==> src/rtl/hdmi_rx_pkg.sv <==
// Shared definitions for the HDMI data-island receive path: guard-band symbol,
// BCH polynomial, TERC4 decode, ECC step and receiver state encoding.
package hdmi_rx_pkg;

    localparam logic [9:0] GUARD_BAND = 10'b0100110011;
    localparam logic [7:0] ECC_POLY   = 8'h83;

    typedef enum logic [1:0] {
        ST_IDLE,
        ST_LGB,
        ST_DATA,
        ST_TGB
    } rx_state_e;

    // Returns {valid, nibble}; anything outside the 16 codes decodes as invalid.
    function automatic logic [4:0] terc4_decode(input logic [9:0] sym);
        case (sym)
            10'b1010011100: terc4_decode = {1'b1, 4'h0};
            10'b1001100011: terc4_decode = {1'b1, 4'h1};
            10'b1011100100: terc4_decode = {1'b1, 4'h2};
            10'b1011100010: terc4_decode = {1'b1, 4'h3};
            10'b0101110001: terc4_decode = {1'b1, 4'h4};
            10'b0100011110: terc4_decode = {1'b1, 4'h5};
            10'b0110001110: terc4_decode = {1'b1, 4'h6};
            10'b0100111100: terc4_decode = {1'b1, 4'h7};
            10'b1011001100: terc4_decode = {1'b1, 4'h8};
            10'b0100111001: terc4_decode = {1'b1, 4'h9};
            10'b0110011100: terc4_decode = {1'b1, 4'hA};
            10'b1011000110: terc4_decode = {1'b1, 4'hB};
            10'b1010001110: terc4_decode = {1'b1, 4'hC};
            10'b1001110001: terc4_decode = {1'b1, 4'hD};
            10'b0101100011: terc4_decode = {1'b1, 4'hE};
            10'b1011000011: terc4_decode = {1'b1, 4'hF};
            default:        terc4_decode = 5'b0_0000;
        endcase
    endfunction

    // One serial step of the LSB-first BCH(64,56)/(32,24) remainder register.
    function automatic logic [7:0] ecc_step(input logic [7:0] r, input logic b);
        logic f;
        f        = b ^ r[0];
        ecc_step = (r >> 1) ^ (f ? ECC_POLY : 8'h00);
    endfunction

endpackage

==> src/rtl/bch_ecc_serial.sv <==
// Serial BCH ECC accumulator; consumes BITS_PER_CYCLE bits per enabled cycle,
// data[0] first. Clear restarts the remainder from zero in the same cycle.
module bch_ecc_serial
    import hdmi_rx_pkg::*;
#(
    parameter int BITS_PER_CYCLE = 1
) (
    input  logic                      clk,
    input  logic                      reset_n,
    input  logic                      clear,
    input  logic                      enable,
    input  logic [BITS_PER_CYCLE-1:0] data,
    output logic [7:0]                ecc
);

    logic [7:0] ecc_q;
    logic [7:0] ecc_d;
    logic [7:0] acc;

    // Fold this cycle's bits into the remainder, starting from zero on clear.
    always_comb begin
        acc = clear ? 8'h00 : ecc_q;
        if (enable) begin
            for (int i = 0; i < BITS_PER_CYCLE; i++) begin
                acc = ecc_step(acc, data[i]);
            end
        end
        ecc_d = (clear || enable) ? acc : ecc_q;
    end

    // Remainder register.
    always_ff @(posedge clk) begin
        if (!reset_n) begin
            ecc_q <= 8'h00;
        end else begin
            ecc_q <= ecc_d;
        end
    end

    assign ecc = ecc_q;

endmodule

==> src/rtl/data_island_receiver.sv <==
// Data-island packet extractor: finds guard bands, TERC4-decodes island
// symbols, reassembles 32-cycle packets and checks header/subpacket BCH ECC.
module data_island_receiver
    import hdmi_rx_pkg::*;
#(
    parameter int MAX_PACKETS = 18
) (
    input  logic        clk_pixel,
    input  logic        reset_n,
    input  logic [9:0]  tmds0,
    input  logic [9:0]  tmds1,
    input  logic [9:0]  tmds2,
    output logic        packet_valid,
    output logic [23:0] header,
    output logic [55:0] sub0,
    output logic [55:0] sub1,
    output logic [55:0] sub2,
    output logic [55:0] sub3,
    output logic        header_ecc_ok,
    output logic [3:0]  sub_ecc_ok,
    output logic        packet_error,
    output logic        in_island
);

    localparam int PKT_W = $clog2(MAX_PACKETS + 1);

    logic [4:0]       dec0, dec1, dec2;
    logic             sym_valid, is_guard;
    logic             first_slot, marker_exp, island_end, take, abort;

    rx_state_e        state_q, state_d;
    logic [4:0]       cnt_q, cnt_d;
    logic [PKT_W-1:0] pkts_q, pkts_d;

    logic [30:0]      hdr_sr_q, hdr_sr_d;
    logic [61:0]      sub_sr_q [4];
    logic [61:0]      sub_sr_d [4];
    logic [31:0]      hdr_full;
    logic [63:0]      sub_full [4];

    logic             ecc_clear, hdr_ecc_en, sub_ecc_en;
    logic [7:0]       hdr_ecc;
    logic [7:0]       sub_ecc [4];

    logic             packet_valid_q, packet_valid_d;
    logic             packet_error_q, packet_error_d;
    logic [23:0]      header_q, header_d;
    logic [55:0]      sub_out_q [4];
    logic [55:0]      sub_out_d [4];
    logic             header_ecc_ok_q, header_ecc_ok_d;
    logic [3:0]       sub_ecc_ok_q, sub_ecc_ok_d;

    // Classify the incoming symbol set and decide whether the island accepts it.
    always_comb begin
        dec0       = terc4_decode(tmds0);
        dec1       = terc4_decode(tmds1);
        dec2       = terc4_decode(tmds2);
        sym_valid  = dec0[4] & dec1[4] & dec2[4];
        is_guard   = (tmds1 == GUARD_BAND) && (tmds2 == GUARD_BAND) &&
                     dec0[4] && (dec0[3:0] >= 4'hC);
        first_slot = (cnt_q == 5'd0) && (pkts_q != '0);
        marker_exp = !((cnt_q == 5'd0) && (pkts_q == '0));
        island_end = (state_q == ST_DATA) && first_slot && is_guard;
        take       = (state_q == ST_DATA) && !island_end && sym_valid &&
                     (dec0[3] == marker_exp) &&
                     !(first_slot && (pkts_q >= PKT_W'(MAX_PACKETS)));
        abort      = ((state_q == ST_DATA) && !island_end && !take) ||
                     ((state_q == ST_TGB) && !is_guard);
    end

    // Island sequencing: leading guard bands, packet slots, trailing guard band.
    always_comb begin
        state_d = state_q;
        cnt_d   = cnt_q;
        pkts_d  = pkts_q;
        case (state_q)
            ST_IDLE: begin
                if (is_guard) state_d = ST_LGB;
            end
            ST_LGB: begin
                if (is_guard) begin
                    state_d = ST_DATA;
                    cnt_d   = 5'd0;
                    pkts_d  = '0;
                end else begin
                    state_d = ST_IDLE;
                end
            end
            ST_DATA: begin
                if (island_end) begin
                    state_d = ST_TGB;
                end else if (take) begin
                    cnt_d = cnt_q + 5'd1;
                    if (cnt_q == 5'd31) pkts_d = pkts_q + PKT_W'(1);
                end else begin
                    state_d = ST_IDLE;
                end
            end
            ST_TGB: begin
                state_d = ST_IDLE;
            end
            default: begin
                state_d = ST_IDLE;
            end
        endcase
    end

    // Bit reassembly, ECC control and the registered packet outputs.
    always_comb begin
        hdr_full   = {dec0[2], hdr_sr_q};
        hdr_sr_d   = take ? hdr_full[31:1] : hdr_sr_q;
        ecc_clear  = take && (cnt_q == 5'd0);
        hdr_ecc_en = take && (cnt_q < 5'd24);
        sub_ecc_en = take && (cnt_q < 5'd28);

        packet_valid_d  = take && (cnt_q == 5'd31);
        packet_error_d  = abort;
        header_d        = header_q;
        header_ecc_ok_d = header_ecc_ok_q;
        sub_ecc_ok_d    = sub_ecc_ok_q;

        for (int k = 0; k < 4; k++) begin
            sub_full[k]  = {dec2[k], dec1[k], sub_sr_q[k]};
            sub_sr_d[k]  = take ? sub_full[k][63:2] : sub_sr_q[k];
            sub_out_d[k] = sub_out_q[k];
        end

        if (packet_valid_d) begin
            header_d        = hdr_full[23:0];
            header_ecc_ok_d = (hdr_ecc == hdr_full[31:24]);
            for (int k = 0; k < 4; k++) begin
                sub_out_d[k]    = sub_full[k][55:0];
                sub_ecc_ok_d[k] = (sub_ecc[k] == sub_full[k][63:56]);
            end
        end
    end

    bch_ecc_serial #(
        .BITS_PER_CYCLE(1)
    ) u_hdr_ecc (
        .clk     (clk_pixel),
        .reset_n (reset_n),
        .clear   (ecc_clear),
        .enable  (hdr_ecc_en),
        .data    (dec0[2]),
        .ecc     (hdr_ecc)
    );

    for (genvar k = 0; k < 4; k++) begin : g_sub_ecc
        bch_ecc_serial #(
            .BITS_PER_CYCLE(2)
        ) u_sub_ecc (
            .clk     (clk_pixel),
            .reset_n (reset_n),
            .clear   (ecc_clear),
            .enable  (sub_ecc_en),
            .data    ({dec2[k], dec1[k]}),
            .ecc     (sub_ecc[k])
        );
    end

    // State, counters, shift registers and output registers.
    always_ff @(posedge clk_pixel) begin
        if (!reset_n) begin
            state_q         <= ST_IDLE;
            cnt_q           <= 5'd0;
            pkts_q          <= '0;
            hdr_sr_q        <= '0;
            packet_valid_q  <= 1'b0;
            packet_error_q  <= 1'b0;
            header_q        <= '0;
            header_ecc_ok_q <= 1'b0;
            sub_ecc_ok_q    <= 4'h0;
            for (int k = 0; k < 4; k++) begin
                sub_sr_q[k]  <= '0;
                sub_out_q[k] <= '0;
            end
        end else begin
            state_q         <= state_d;
            cnt_q           <= cnt_d;
            pkts_q          <= pkts_d;
            hdr_sr_q        <= hdr_sr_d;
            packet_valid_q  <= packet_valid_d;
            packet_error_q  <= packet_error_d;
            header_q        <= header_d;
            header_ecc_ok_q <= header_ecc_ok_d;
            sub_ecc_ok_q    <= sub_ecc_ok_d;
            for (int k = 0; k < 4; k++) begin
                sub_sr_q[k]  <= sub_sr_d[k];
                sub_out_q[k] <= sub_out_d[k];
            end
        end
    end

    assign packet_valid  = packet_valid_q;
    assign packet_error  = packet_error_q;
    assign header        = header_q;
    assign sub0          = sub_out_q[0];
    assign sub1          = sub_out_q[1];
    assign sub2          = sub_out_q[2];
    assign sub3          = sub_out_q[3];
    assign header_ecc_ok = header_ecc_ok_q;
    assign sub_ecc_ok    = sub_ecc_ok_q;
    assign in_island     = (state_q == ST_DATA) || (state_q == ST_TGB);

endmodule

==> config.mk <==
export PLATFORM = sky130hd
export DESIGN_NAME = data_island_receiver
export DESIGN_NICKNAME = d
export VERILOG_FILES = /design/src/rtl/hdmi_rx_pkg.sv /design/src/rtl/bch_ecc_serial.sv /design/src/rtl/data_island_receiver.sv
export SDC_FILE = /design/constraint.sdc
export NUM_CORES = 1
export LEC_CHECK = 0
export CAP_MARGIN = 20
export CORE_ASPECT_RATIO = 1.75
export CORE_MARGIN = 5
export CORE_UTILIZATION = 51
export CTS_BUF_LIST = sky130_fd_sc_hd__clkbuf_16
export CTS_CLUSTER_DIAMETER = 80
export CTS_CLUSTER_SIZE = 25
export DETAILED_ROUTE_END_ITERATION = 10
export PLACE_DENSITY_LB_ADDON = 0.3
export RECOVER_POWER = 25
export SLEW_MARGIN = 10
export SYNTH_ARGS = -nofsm -noshare
export SYNTH_HDL_FRONTEND = slang
export SYNTH_SLANG_ARGS = --single-unit
==> constraint.sdc <==
create_clock -name clk_pixel -period 7 [get_ports clk_pixel]
set_input_delay 1.4 -clock clk_pixel [delete_from_list [all_inputs] [get_ports clk_pixel]]
set_output_delay 1.4 -clock clk_pixel [all_outputs]
set_load 0.03 [all_outputs]
Word-level counts from Yosys, hierarchy flattened
Memory sizes are Yosys's and may differ from the RTL's.
Cells that the tools add are included.
{"block": "word_totals", "reg_bits": 114, "mem_bits_rw": 472, "wordCells": 201, "n_memories": 2}
{"name": "sub_sr_q", "words": 4, "width": 62, "rd": 4, "rd_clocked_by_memory_dff": 0, "write_ports": 4, "line_no": "data_island_receiver.sv:36", "source": "logic [61:0] sub_sr_q [4];"}
{"name": "sub_out_q", "words": 4, "width": 56, "rd": 4, "rd_clocked_by_memory_dff": 0, "write_ports": 4, "line_no": "data_island_receiver.sv:48", "source": "logic [55:0] sub_out_q [4];"}
{"block": "classes", "add_sub_neg": 2, "order_cmp": 4, "eq_ne": 66, "muxes": 50, "n_bitwise": 28, "n_reduce_logical": 35}
{"cell": "2-to-1 mux 62 bit", "n": 8}
{"cell": "== test 10 bit (second input constant)", "n": 27}
{"cell": "case mux 5 bit (16 select lines)", "n": 3}
{"cell": "== test 10 x 9 -> 1 bit (second input constant)", "n": 23}
{"cell": "2-to-1 mux 224 bit", "n": 1}
{"cell": "2-to-1 mux 56 bit", "n": 4}
{"cell": "2-to-1 mux 8 bit", "n": 19}
{"cell": "XOR 7 x 8 -> 8 bit", "n": 9}
{"cell": "== test 8 bit", "n": 5}
{"cell": "2-to-1 mux 5 bit", "n": 6}
{"cell": "case mux 5 bit (2 select lines)", "n": 2}
{"cell": "logical AND 1 bit", "n": 18}
{"cell": "adder 5 x 1 -> 5 bit (second input constant)", "n": 2}
{"cell": "zero test 5 bit", "n": 2}
{"cell": "less-than comparator 5 bit (second input constant)", "n": 2}
{"cell": "!= test 2 bit (second input constant)", "n": 5}
{"cell": "XOR 1 bit", "n": 9}
{"cell": "2-to-1 mux 2 bit", "n": 4}
{"cell": "OR 1 bit", "n": 8}
{"cell": "case mux 2 bit (4 select lines)", "n": 1}
{"cell": "== test 5 bit (second input constant)", "n": 1}
{"cell": ">= comparator 5 bit (second input constant)", "n": 1}
{"cell": "zero test 1 bit", "n": 5}
{"cell": "AND reduction 5 bit", "n": 1}
{"cell": "other kinds (13)", "n": 19}

Longest topological paths before layout
Gate-level depths: netlist of run 1.
{"block": "logic_depth", "depth_word": 19, "ltp_mapped": 13}

By module
A second synthesis of run 1 with hierarchy kept.
{"block": "hier_totals", "cells_unflattened": 2860, "area_unflattened_um2": 22768.1}
{"mod": "data_island_receiver", "n_inst": 1, "cells_each": 2643, "area_per_inst_um2": 20806.2}
{"mod": "bch_ecc_serial (g_sub_ecc[0].u_sub_ecc ...)", "n_inst": 4, "cells_each": 44, "area_per_inst_um2": 395.4}
{"mod": "bch_ecc_serial (u_hdr_ecc)", "n_inst": 1, "cells_each": 41, "area_per_inst_um2": 380.4}

Worst setup path after synthesis of run 1
OpenSTA, ideal clock, no wires.
{"block": "synth_path", "path_type": "input -> register", "start": "input port tmds1[5]", "end": "register g_sub_ecc[1].u_sub_ecc.ecc_q[6]", "setup_ns": 0.075, "arrival_ns": 3.834, "required_time_ns": 6.925, "slack_ns": 3.092, "stages": 12, "n_path_buf": 4, "path_cell_list": "clkbuf_1 > nor3b_1 > a32oi_1 > nor3b_1 > nor4_1 > and2_1 > or4_1 > clkbuf_1 > or3_1 > buf_2 > buf_6 > o22ai_1"}
{"block": "synth_via", "elab_chain_len": 17, "elab_cells_between_ends": 38}
{"item": "from (decl)", "line_no": "data_island_receiver.sv:11", "source": "input logic [9:0] tmds1,"}
{"item": "branches (longest 17 deep; another with case mux 5 bit (16 select lines))"}
{"item": "to (signal assigned)", "line_no": "bch_ecc_serial.sv:34", "source": "ecc_q <= 8'h00;"}
{"item": "to (signal assigned)", "line_no": "bch_ecc_serial.sv:36", "source": "ecc_q <= ecc_d;"}
{"item": "to (decl)", "line_no": "bch_ecc_serial.sv:16", "source": "logic [7:0] ecc_q;"}
Several ways; the timed one is not identified.
A chain may end at the register's enable or synchronous reset.

==> impl_metrics.yaml, run 1 <==
synthesis:
  synth.yosys.seq_area_share_pct: 52.43
  async_flop_share_pct: 0
  synth_ff_type: "dfxtp_1"
  synth_cells: 2843
  ys_warn_count: 0
  avgSynthCellArea_sq_um: 7.870
  synth_edf_count: 0
  synth-seq-cells: 586
  yosysTopAreaCellShare_pct: 52.43
  synth_area_leaders: "dfxtp_1 (52%), nand2_1 (18%), a21oi_1 (12%)"
  synth_nets: 2881
  synth_area_leader_cell: "dfxtp_1"
  syn_area_sq_mm: 0.02237
  synth.distinct_cells: 62
clocking:
  cts_tree: "yes"
  cts_buffers: 27
  cts_resized: 0
  clock_latency_ps: 590
  post_cts_buffers: 0
  cts.sinks: 586
  hold_buffers: 0
  htreeDepth: 1
  cts_buffer_depth: 3
  path_clk_slew_ps: 90
  cts_root_buf: "clkbuf_16"
die:
  rows: 101
  fp.dieW_microns: 168.3
  die-area_sq_mm: 0.04832
  design.core.area_sq_mm: 0.04347
  initial_utilization_pct: 51.47
  io_pins: 288
  die-height_microns: 287.1
timing:
  hold_ws_ps: 450.2
  worst_clock_skew_ps: 27.67
  fmax_mhz: 199.1
  maxSlewHeadroom_pct: 17.84
  fin_crit_sh_pct: 71.74
  hold_viol: 0
  worst_pin_slew_ps: 1224
  setup_tns_ps: 0
  rsz0062_at_grt: "no"
  drv_slew: 0
  setup_viol: 0
  finalCriticalPeriod_ps: 5022
pwr:
  peakVddDrop_uv: 247.3
  fin_total_pwr_mw: 5.168
  power.density_mw_per_mm2: 197.5
  p_leak_nw: 8.940
routing:
  wl_met1_microns: 22460
  routed.top_layer: "met4"
  vias: 19140
  drt-pass1-iter-count: 5
  antenna_left: 0
  wl_met2_microns: 28170
  drt_iter0_markers: 1492
  wl_met3_microns: 2261
  vias_per_cell: 5.405
  routedWlPerCell_microns: 15.64
  route.detailed.drc: 0
  wl_microns: 55380
setup_path:
  arrival_ps: 5540
  r2r-end: "sub_sr_q[1][5]"
  reg2regPathDepth: 9
  cp.required_ps: 7520
  crit_fanout: 82
  r2r_slack_ps: 2530
  crit_path_start: "tmds2[7]"
  start_kind: "primary input"
  end_kind: "register"
  r2r_start: "pkts_q[0]"
  critical_path_class: "primary input to register"
run_status:
  status: "finished, final reports clean"
cells_and_area:
  areaGrowthSynthToFinish_pct: 16.92
  final_common_cell: "nand2_1"
  nets: 3012
  final_cell_mix: "nand2_1 (1,093), dfxtp_1 (586), a21oi_1 (551)"
  stdcell_area_sq_mm: 0.02616
  num_antenna_cells: 0
  drive_above_1_share_pct: 2.521
min_path:
  min_path_cells: 2
  holdPathEnd: "sub_out_q[3][33]"
  min_path_type: "register to register"
  hp-start: "sub_out_q[3][33]"
flow_run:
  cap_violations: 0
placed_design:
  placed_area_sq_mm: 0.02543
  routabilityCongestion: 0.8869
  place_hpwl_microns: 36820
  io_buffers: 287
global_routing:
  overflow: 0
  grt_usage_pct: 21.79
  grt_pass1_vias: 18180
  antenna_found_initial: 0
  grt_max_degree: 236
  grt_pass1_wl_microns: 89910
==> worst max-delay path by stage <==
stage	to	cells past startpoint
after global routing	sub_sr_q[1][31]	10
final	sub_sr_q[1][5]	10
after floorplan	g_sub_ecc[1].u_sub_ecc.ecc[6]	12
after detailed placement	sub_sr_q[1][1]	10
after CTS	sub_sr_q[1][5]	10
after global placement	g_sub_ecc[0].u_sub_ecc.ecc[6]	9
==> cells by family (layout without fill, tap and decap cells) <==
kind of cell	count (synthesis)	in the layout	share of synthesized area, %
compound gates	632	632	14.91
xor+xnor	80	80	3.132
flops	586	586	52.43
simple gates	1303	1303	24.52
mux	17	17	0.7661
fa+ha+maj	6	6	0.3355
buf+inv	219	351	3.903
==> registers in the layout, summed over array words and instances, names as in the netlist <==
register                 count
sub_sr_q                   248
sub_out_q                  224
g_sub_ecc.u_sub_ecc.ecc     32
hdr_sr_q                    31
header                      24
u_hdr_ecc.ecc                8
cnt_q                        5
pkts_q                       5
sub_ecc_ok                   4
state_q                      2
header_ecc_ok                1
packet_error                 1
packet_valid                 1
==> worst max-delay path, cell delays in order <==
cell	delay (ps)
clkdlybuf4s50_1	620
and4bb_2	290
o2111ai_1	260
o221a_2	250
o2111ai_2	280
nor3_2	470
or4_4	770
buf_4	770
nand2_1	140
a21oi_1	150
==> metal layers <==
layer,GRT usage [%],up-vias
li1,-,9596
met1,26.20,8995
met2,39.32,446
met3,2.271,103
met4,9.239,0
met5,0,-
==> per-stage QoR <==
stage	utilization, %	std cells	setup slack, ps
2_1_floorplan	-	2843	3092
3_3_place_gp	58.50	3509	1487
3_5_place_dp	58.50	3509	1434
4_1_cts	60.15	3539	2044
5_1_grt	60.18	3541	1707
6_report	60.18	3541	1978
==> cells in the mapped netlist, drive strengths merged (4+ instances only) <==
| cell type | n |
|---|---|
| o22ai | 15 |
| a211oi | 7 |
| or3b | 5 |
| nor2 | 35 |
| nor4 | 8 |
| ha | 6 |
| and4bb | 7 |
| nand2b | 13 |
| nor4bb | 12 |
| buf | 42 |
| inv | 15 |
| mux2i | 16 |
| xnor2 | 37 |
| dfxtp | 586 |
| nand4 | 23 |
| nor2b | 21 |
| a31oi | 14 |
| nor3b | 10 |
| nand3 | 22 |
| or3 | 9 |
| nor3 | 7 |
| clkbuf | 162 |
| and3 | 8 |
| or2 | 4 |
| nand3b | 4 |
| and4b | 5 |
| nand2 | 1093 |
| a21oi | 551 |
| o32ai | 5 |
| xor2 | 43 |
| o21ai | 13 |
==> cell type report <==
class | instances | area, sq um
Sequential cell | 586 | 11730
Tap cell | 566 | 708.2
Clock inverter | 3 | 40.04
Fill cell | 3942 | 17310
Multi-Input combinational cell | 2038 | 9791
Timing Repair Buffer | 306 | 3151
Clock buffer | 27 | 675.6
Inverter | 15 | 63.81
==> power by group <==
part            switching (mW)  internal, mW  total (mW)
clock network             1.01         0.703        1.72
logic                   0.0862        0.0350       0.121
registers      0.0000000000531          3.33        3.33
Power figures use the tool's default switching activity.
==> run 2, diff against run 1 <==
- clock period: 7 -> 4.9 ns (I/O delays scaled with it)
==> run 2 against run 1 <==
Global-route usage about the same; combinational power up 47%; count of clock-buffer cells in the layout up 1.
==> impl_metrics.yaml, run 2 (synthesis gave the netlist of run 1 again) <==
run_status:
  status: "finished, final reports clean"
cells_and_area:
  final.fill_count: 3978
  final_common_cell: "nand2_1"
  num_antenna_cells: 0
  nets: 3030
  final_cell_mix: "nand2_1 (1,093), dfxtp_1 (586), a21oi_1 (551)"
  drive_above_1_share_pct: 3.141
  largest_register: "sub_sr_q"
  largest_reg_flops: 248
  areaGrowthSynthToFinish_pct: 17.94
  multiInputGateArea_sq_mm: 0.009791
  ff_latch_area_sq_mm: 0.01173
min_path:
  min_path_type: "register to register"
clocking:
  cts_resized: 0
  htreeDepth: 1
  hold_buffers: 0
  post_cts_buffers: 0
  cts.sinks: 586
  cts_tree: "yes"
  cts_root_buf: "clkbuf_16"
  clock_latency_ps: 600
  cts_buffers: 28
  cts_buffer_depth: 3
  path_clk_slew_ps: 100
timing:
  setup_tns_ps: 0
  fin_crit_sh_pct: 83.48
  drv_slew: 0
  rsz0062_at_grt: "no"
  fmax_mhz: 244.5
  maxSlewHeadroom_pct: 34.72
  worst_clock_skew_ps: 23.98
  hold_viol: 0
  finalCriticalPeriod_ps: 4090
  hold_ws_ps: 450.5
  setup_viol: 0
  worst_pin_slew_ps: 979.2
die:
  io_pins: 288
  die-area_sq_mm: 0.04832
  design.core.area_sq_mm: 0.04347
  rows: 101
  fp.dieW_microns: 168.3
  die-height_microns: 287.1
  initial_utilization_pct: 51.47
pwr:
  p_leak_nw: 9.049
  seqPwrFrac_pct: 63.6
  p_int_mw: 5.859
  peakVddDrop_uv: 255.8
  pwr-share-comb_pct: 2.4
  switchingPower_mw: 1.622
  swShare_pct: 21.68
  power.density_mw_per_mm2: 283.5
  clockPowerShare_pct: 34.0
routing:
  drt_iter0_markers: 1399
  vias: 19220
  antenna_left: 0
  drt-pass1-iter-count: 5
  routedWlPerCell_microns: 15.64
  route.detailed.drc: 0
  wl_microns: 55660
  vias_per_cell: 5.400
setup_path:
  slowest_stage: "or3_1"
  reg2regPathDepth: 11
  critical_path_class: "primary input to register"
  end_kind: "register"
  start_kind: "primary input"
  crit_path_start: "tmds2[5]"
  cp.required_ps: 5410
  crit_cells: 8
  r2r_slack_ps: 1310
  cpLargestDelayFamily: "simple AND/OR/NAND/NOR gates"
  arrival_ps: 4600
  worst-path-buf-inv: 1
  r2r_start: "pkts_q[0]"
  endpoint: "g_sub_ecc[0].u_sub_ecc.ecc[0]"
  crit_fanout: 16
  cpPeakStageDelay_ps: 630
  r2r-end: "sub_out_q[2][11]"
  path_cells: "clkdlybuf4s50_1 > nor2b_1 > nand4b_1 > a221oi_1 > nor3_2 > or4_4 > or3_1 > o32ai_1"
global_routing:
  grt_pass1_wl_microns: 90250
  grt_usage_pct: 21.81
  grt_max_degree: 185
  antenna_found_initial: 0
  grt_pass1_vias: 18010
  overflow: 0
flow_run:
  cap_violations: 0
placed_design:
  io_buffers: 287
  routabilityCongestion: 0.9102
  place_hpwl_microns: 37260
run 2: changes by cell type in the layout (fill, tap and decap cells not counted):
cell	before	now
clkinv_1	1	0
inv_16	1	0
inv_12	0	1
buf_4	7	21
clkinv_16	0	1
clkbuf_2	1	0
buf_12	11	15
clkbuf_16	27	28
run 2: metrics by stage:
stage	setup slack [ps]	instances	utilization [%]	instance area, sq um	total power [mW]
after floorplan	1412	2843	-	22370	4.979
after global placement	299.5	3528	58.95	25620	5.043
after detailed placement	240.2	3528	58.95	25620	5.045
after CTS	884.0	3559	60.70	26390	7.557
after global routing	580.6	3559	60.70	26390	7.742
final	809.6	3559	60.70	26390	7.480
run 2: layout make-up:
cell class	instances	share of cell area, %
well taps	566	2.684
flip-flops and latches	586	44.46
clock buffers	28	2.655
inverters	15	0.2418
repair buffers	323	12.62
clock inverters	3	0.2371
multi-input cells	2038	37.10
run 2: routing by layer:
| metal | part of all wire, % | track usage (%) |
|---|---|---|
| met4 | 3.2 | 7.371 |
| met2 | 52 | 40.05 |
| met3 | 4.1 | 2.353 |
| met1 | 41 | 26.40 |
| met5 | 0 | 0 |
run 2: worst min path at each step:
stage,startpoint,endpoint,slack (ps),depth (start not counted)
after floorplan,hdr_sr_q[0],hdr_sr_q[0],430,2
after global placement,sub_out_q[0][4],sub_out_q[0][4],440,2
after detailed placement,sub_out_q[2][27],sub_out_q[2][27],440,2
after CTS,sub_out_q[2][27],sub_out_q[2][27],460,2
after global routing,sub_out_q[3][27],sub_out_q[3][27],470,2
final,sub_out_q[3][38],sub_out_q[3][38],450,2
run 2: power groups by stage:
| stage | registers (mW) | logic, mW | clock network [mW] |
|---|---|---|---|
| floorplan | 4.87 | 0.109 | 0 |
| global placement | 4.87 | 0.174 | 0 |
| detailed placement | 4.87 | 0.176 | 0 |
| CTS | 4.76 | 0.176 | 2.62 |
| global route | 4.76 | 0.192 | 2.79 |
| finish | 4.76 | 0.178 | 2.54 |
run 2: worst min-delay path, cell delays in order (launching register included):
cell and delay, ps:
dfxtp_1 320, nand2_1 50, a21oi_1 50
==> run 3, diff against run 2 <==
- CORE_UTILIZATION: 51 -> 50
- clock period: 4.9 -> 3.4 ns (I/O delays scaled with it)
==> run 3 against run 2 <==
Combinational power up 76%; clock power is 39% higher; first-iteration DRC count up 14%; global-route usage increased by 0.54 points; sequential share of layout area decreased by 1.8 points; worst setup slack worse by 700 ps; count of clock-buffer cells in the layout is 1 lower; highest routed layer unchanged; critical path type unchanged.
==> impl_metrics.yaml, run 3 (synthesis gave the netlist of run 1 again) <==
run_status:
  status: "finished, final reports clean"
routing:
  route.detailed.drc: 0
  drt-pass1-iter-count: 6
  antenna_left: 0
  vias: 19820
  vias_per_cell: 5.377
  routedWlPerCell_microns: 15.53
  drt_iter0_markers: 1593
  wl_microns: 57270
pwr:
  p_int_mw: 8.426
  switchingPower_mw: 2.288
  pwr-share-comb_pct: 2.9
  seqPwrFrac_pct: 64.0
  swShare_pct: 21.36
  clockPowerShare_pct: 33.1
  power.density_mw_per_mm2: 389.9
  p_leak_nw: 9.705
  peakVddDrop_uv: 402.2
clocking:
  cts_tree: "yes"
  cts_root_buf: "clkbuf_16"
  path_clk_slew_ps: 90
  cts_buffer_depth: 3
  htreeDepth: 1
  cts.sinks: 586
  clock_latency_ps: 600
  cts_buffers: 27
setup_path:
  crit_cells: 14
  cpLargestDelayFamily: "buffers and inverters"
  end_kind: "register"
  cpPeakStageDelay_ps: 580
  cp_common_cell: "buf_4"
  path_cells: "clkdlybuf4s50_1 > nor3b_2 > buf_4 > nand4_1 > a21oi_2 > nor3_2 > buf_4 > and2_1 > or4_4 > buf_4 > buf_12 > buf_4 > nand2_1 > a21oi_1"
  r2r_slack_ps: 250
  arrival_ps: 3730
  reg2regPathDepth: 11
  slowest_stage: "clkdlybuf4s50_1"
  crit_fanout: 49
  r2r-end: "hdr_sr_q[15]"
  crit_path_start: "tmds1[7]"
  r2r_start: "pkts_q[0]"
  worst-path-buf-inv: 6
  cp.required_ps: 3840
  critical_path_class: "primary input to register"
  start_kind: "primary input"
  endpoint: "hdr_sr_q[15]"
placed_design:
  io_buffers: 287
  place_ws_ps: -555.5
  routabilityCongestion: 0.8935
  placedCellCount: 3657
  placed_area_sq_mm: 0.02673
  place_hpwl_microns: 40480
cells_and_area:
  final.fill_count: 3851
  final_common_cell: "nand2_1"
  num_antenna_cells: 0
  multiInputGateArea_sq_mm: 0.009822
  final_cells: 3687
  final_util_pct: 62.05
  stdcell_area_sq_mm: 0.02748
  largest_register: "sub_sr_q"
  nets: 3152
  final_cell_mix: "nand2_1 (1,093), dfxtp_1 (586), a21oi_1 (550)"
  areaGrowthSynthToFinish_pct: 22.81
  ff_latch_area_sq_mm: 0.01173
  largest_reg_flops: 248
  drive_above_1_share_pct: 7.095
global_routing:
  grt_pass1_vias: 19030
  grt_max_degree: 216
  grt_pass1_wl_microns: 94070
  antenna_found_initial: 0
  overflow: 0
  grt_usage_pct: 22.35
timing:
  finalCriticalPeriod_ps: 3294
  drv_slew: 0
  hold_viol: 0
  worst_pin_slew_ps: 964.7
  layout_setup_ws_ps: 106.1
  hold_ws_ps: 449.4
  setup_viol: 0
  worst_clock_skew_ps: 25.07
  fmax_mhz: 303.6
  fin_crit_sh_pct: 96.88
  maxSlewHeadroom_pct: 35.68
die:
  rows: 102
  die-area_sq_mm: 0.04924
  initial_utilization_pct: 50.52
  fp.dieW_microns: 169.9
  die-height_microns: 289.8
  design.core.area_sq_mm: 0.04429
  io_pins: 288
min_path:
  hp-start: "sub_out_q[0][11]"
  min_path_type: "register to register"
flow_run:
  cap_violations: 0
run 3: stage by stage:
| stage | total power, mW | TNS [ps] |
|---|---|---|
| after floorplan | 7.175 | 0 |
| after global placement | 7.319 | -199230 |
| after detailed placement | 7.326 | -248790 |
| after global routing | 11.11 | -13.91 |
| final | 10.71 | 0 |
| after CTS | 10.83 | 0 |
run 3: per-layer routing:
| metal | part of all wire [%] | up-vias | GRT usage [%] | wire (microns) |
|---|---|---|---|---|
| met2 | 53 | 494 | 41.65 | 30290 |
| li1 | - | 9860 | - | - |
| met3 | 4.0 | 114 | 1.989 | 2287 |
| met1 | 39 | 9356 | 26.15 | 22410 |
| met4 | 4.0 | 0 | 8.441 | 2278 |
| met5 | 0 | - | 0 | 0 |
run 3: power groups by stage:
stage               combinational [mW]  sequential [mW]  clock, mW
global placement                 0.302             7.02          0
CTS                              0.309             6.86       3.66
global route                     0.338             6.86       3.91
detailed placement               0.308             7.02          0
finish                           0.313             6.86       3.54
floorplan                        0.158             7.02          0
run 3: timing repair:
action | in CTS | in global routing
setup buffers | 0 | 0
setup endpoints to repair | 0 | 358
hold buffers | 0 | 0
gates resized for setup | 0 | 7
run 3: worst min-delay path by stage:
stage / depth (start not counted) / end
2_1_floorplan: 2 / hdr_sr_q[0]
3_3_place_gp: 2 / sub_out_q[3][24]
3_5_place_dp: 2 / sub_out_q[2][19]
4_1_cts: 2 / sub_out_q[2][29]
5_1_grt: 2 / sub_out_q[2][8]
6_report: 2 / sub_out_q[0][11]
run 3: final cells by class:
| class | count | area share [%] |
|---|---|---|
| sequential | 586 | 42.69 |
| timing repair buffer | 446 | 16.12 |
| tap | 572 | 2.605 |
| multi-input combinational | 2038 | 35.75 |
| clock inverter | 3 | 0.1457 |
| clock buffer | 27 | 2.459 |
| inverter | 15 | 0.2322 |
run 3: worst reg2reg max path: stages, from the launching register on:
cell and delay (ps):
dfxtp_1 390, inv_1 80, ha_1 200, o41ai_1 570
or2_2 250, nand2_1 150, or4_4 520, buf_4 210
buf_12 190, buf_4 270, nand2_1 90, a21oi_1 70
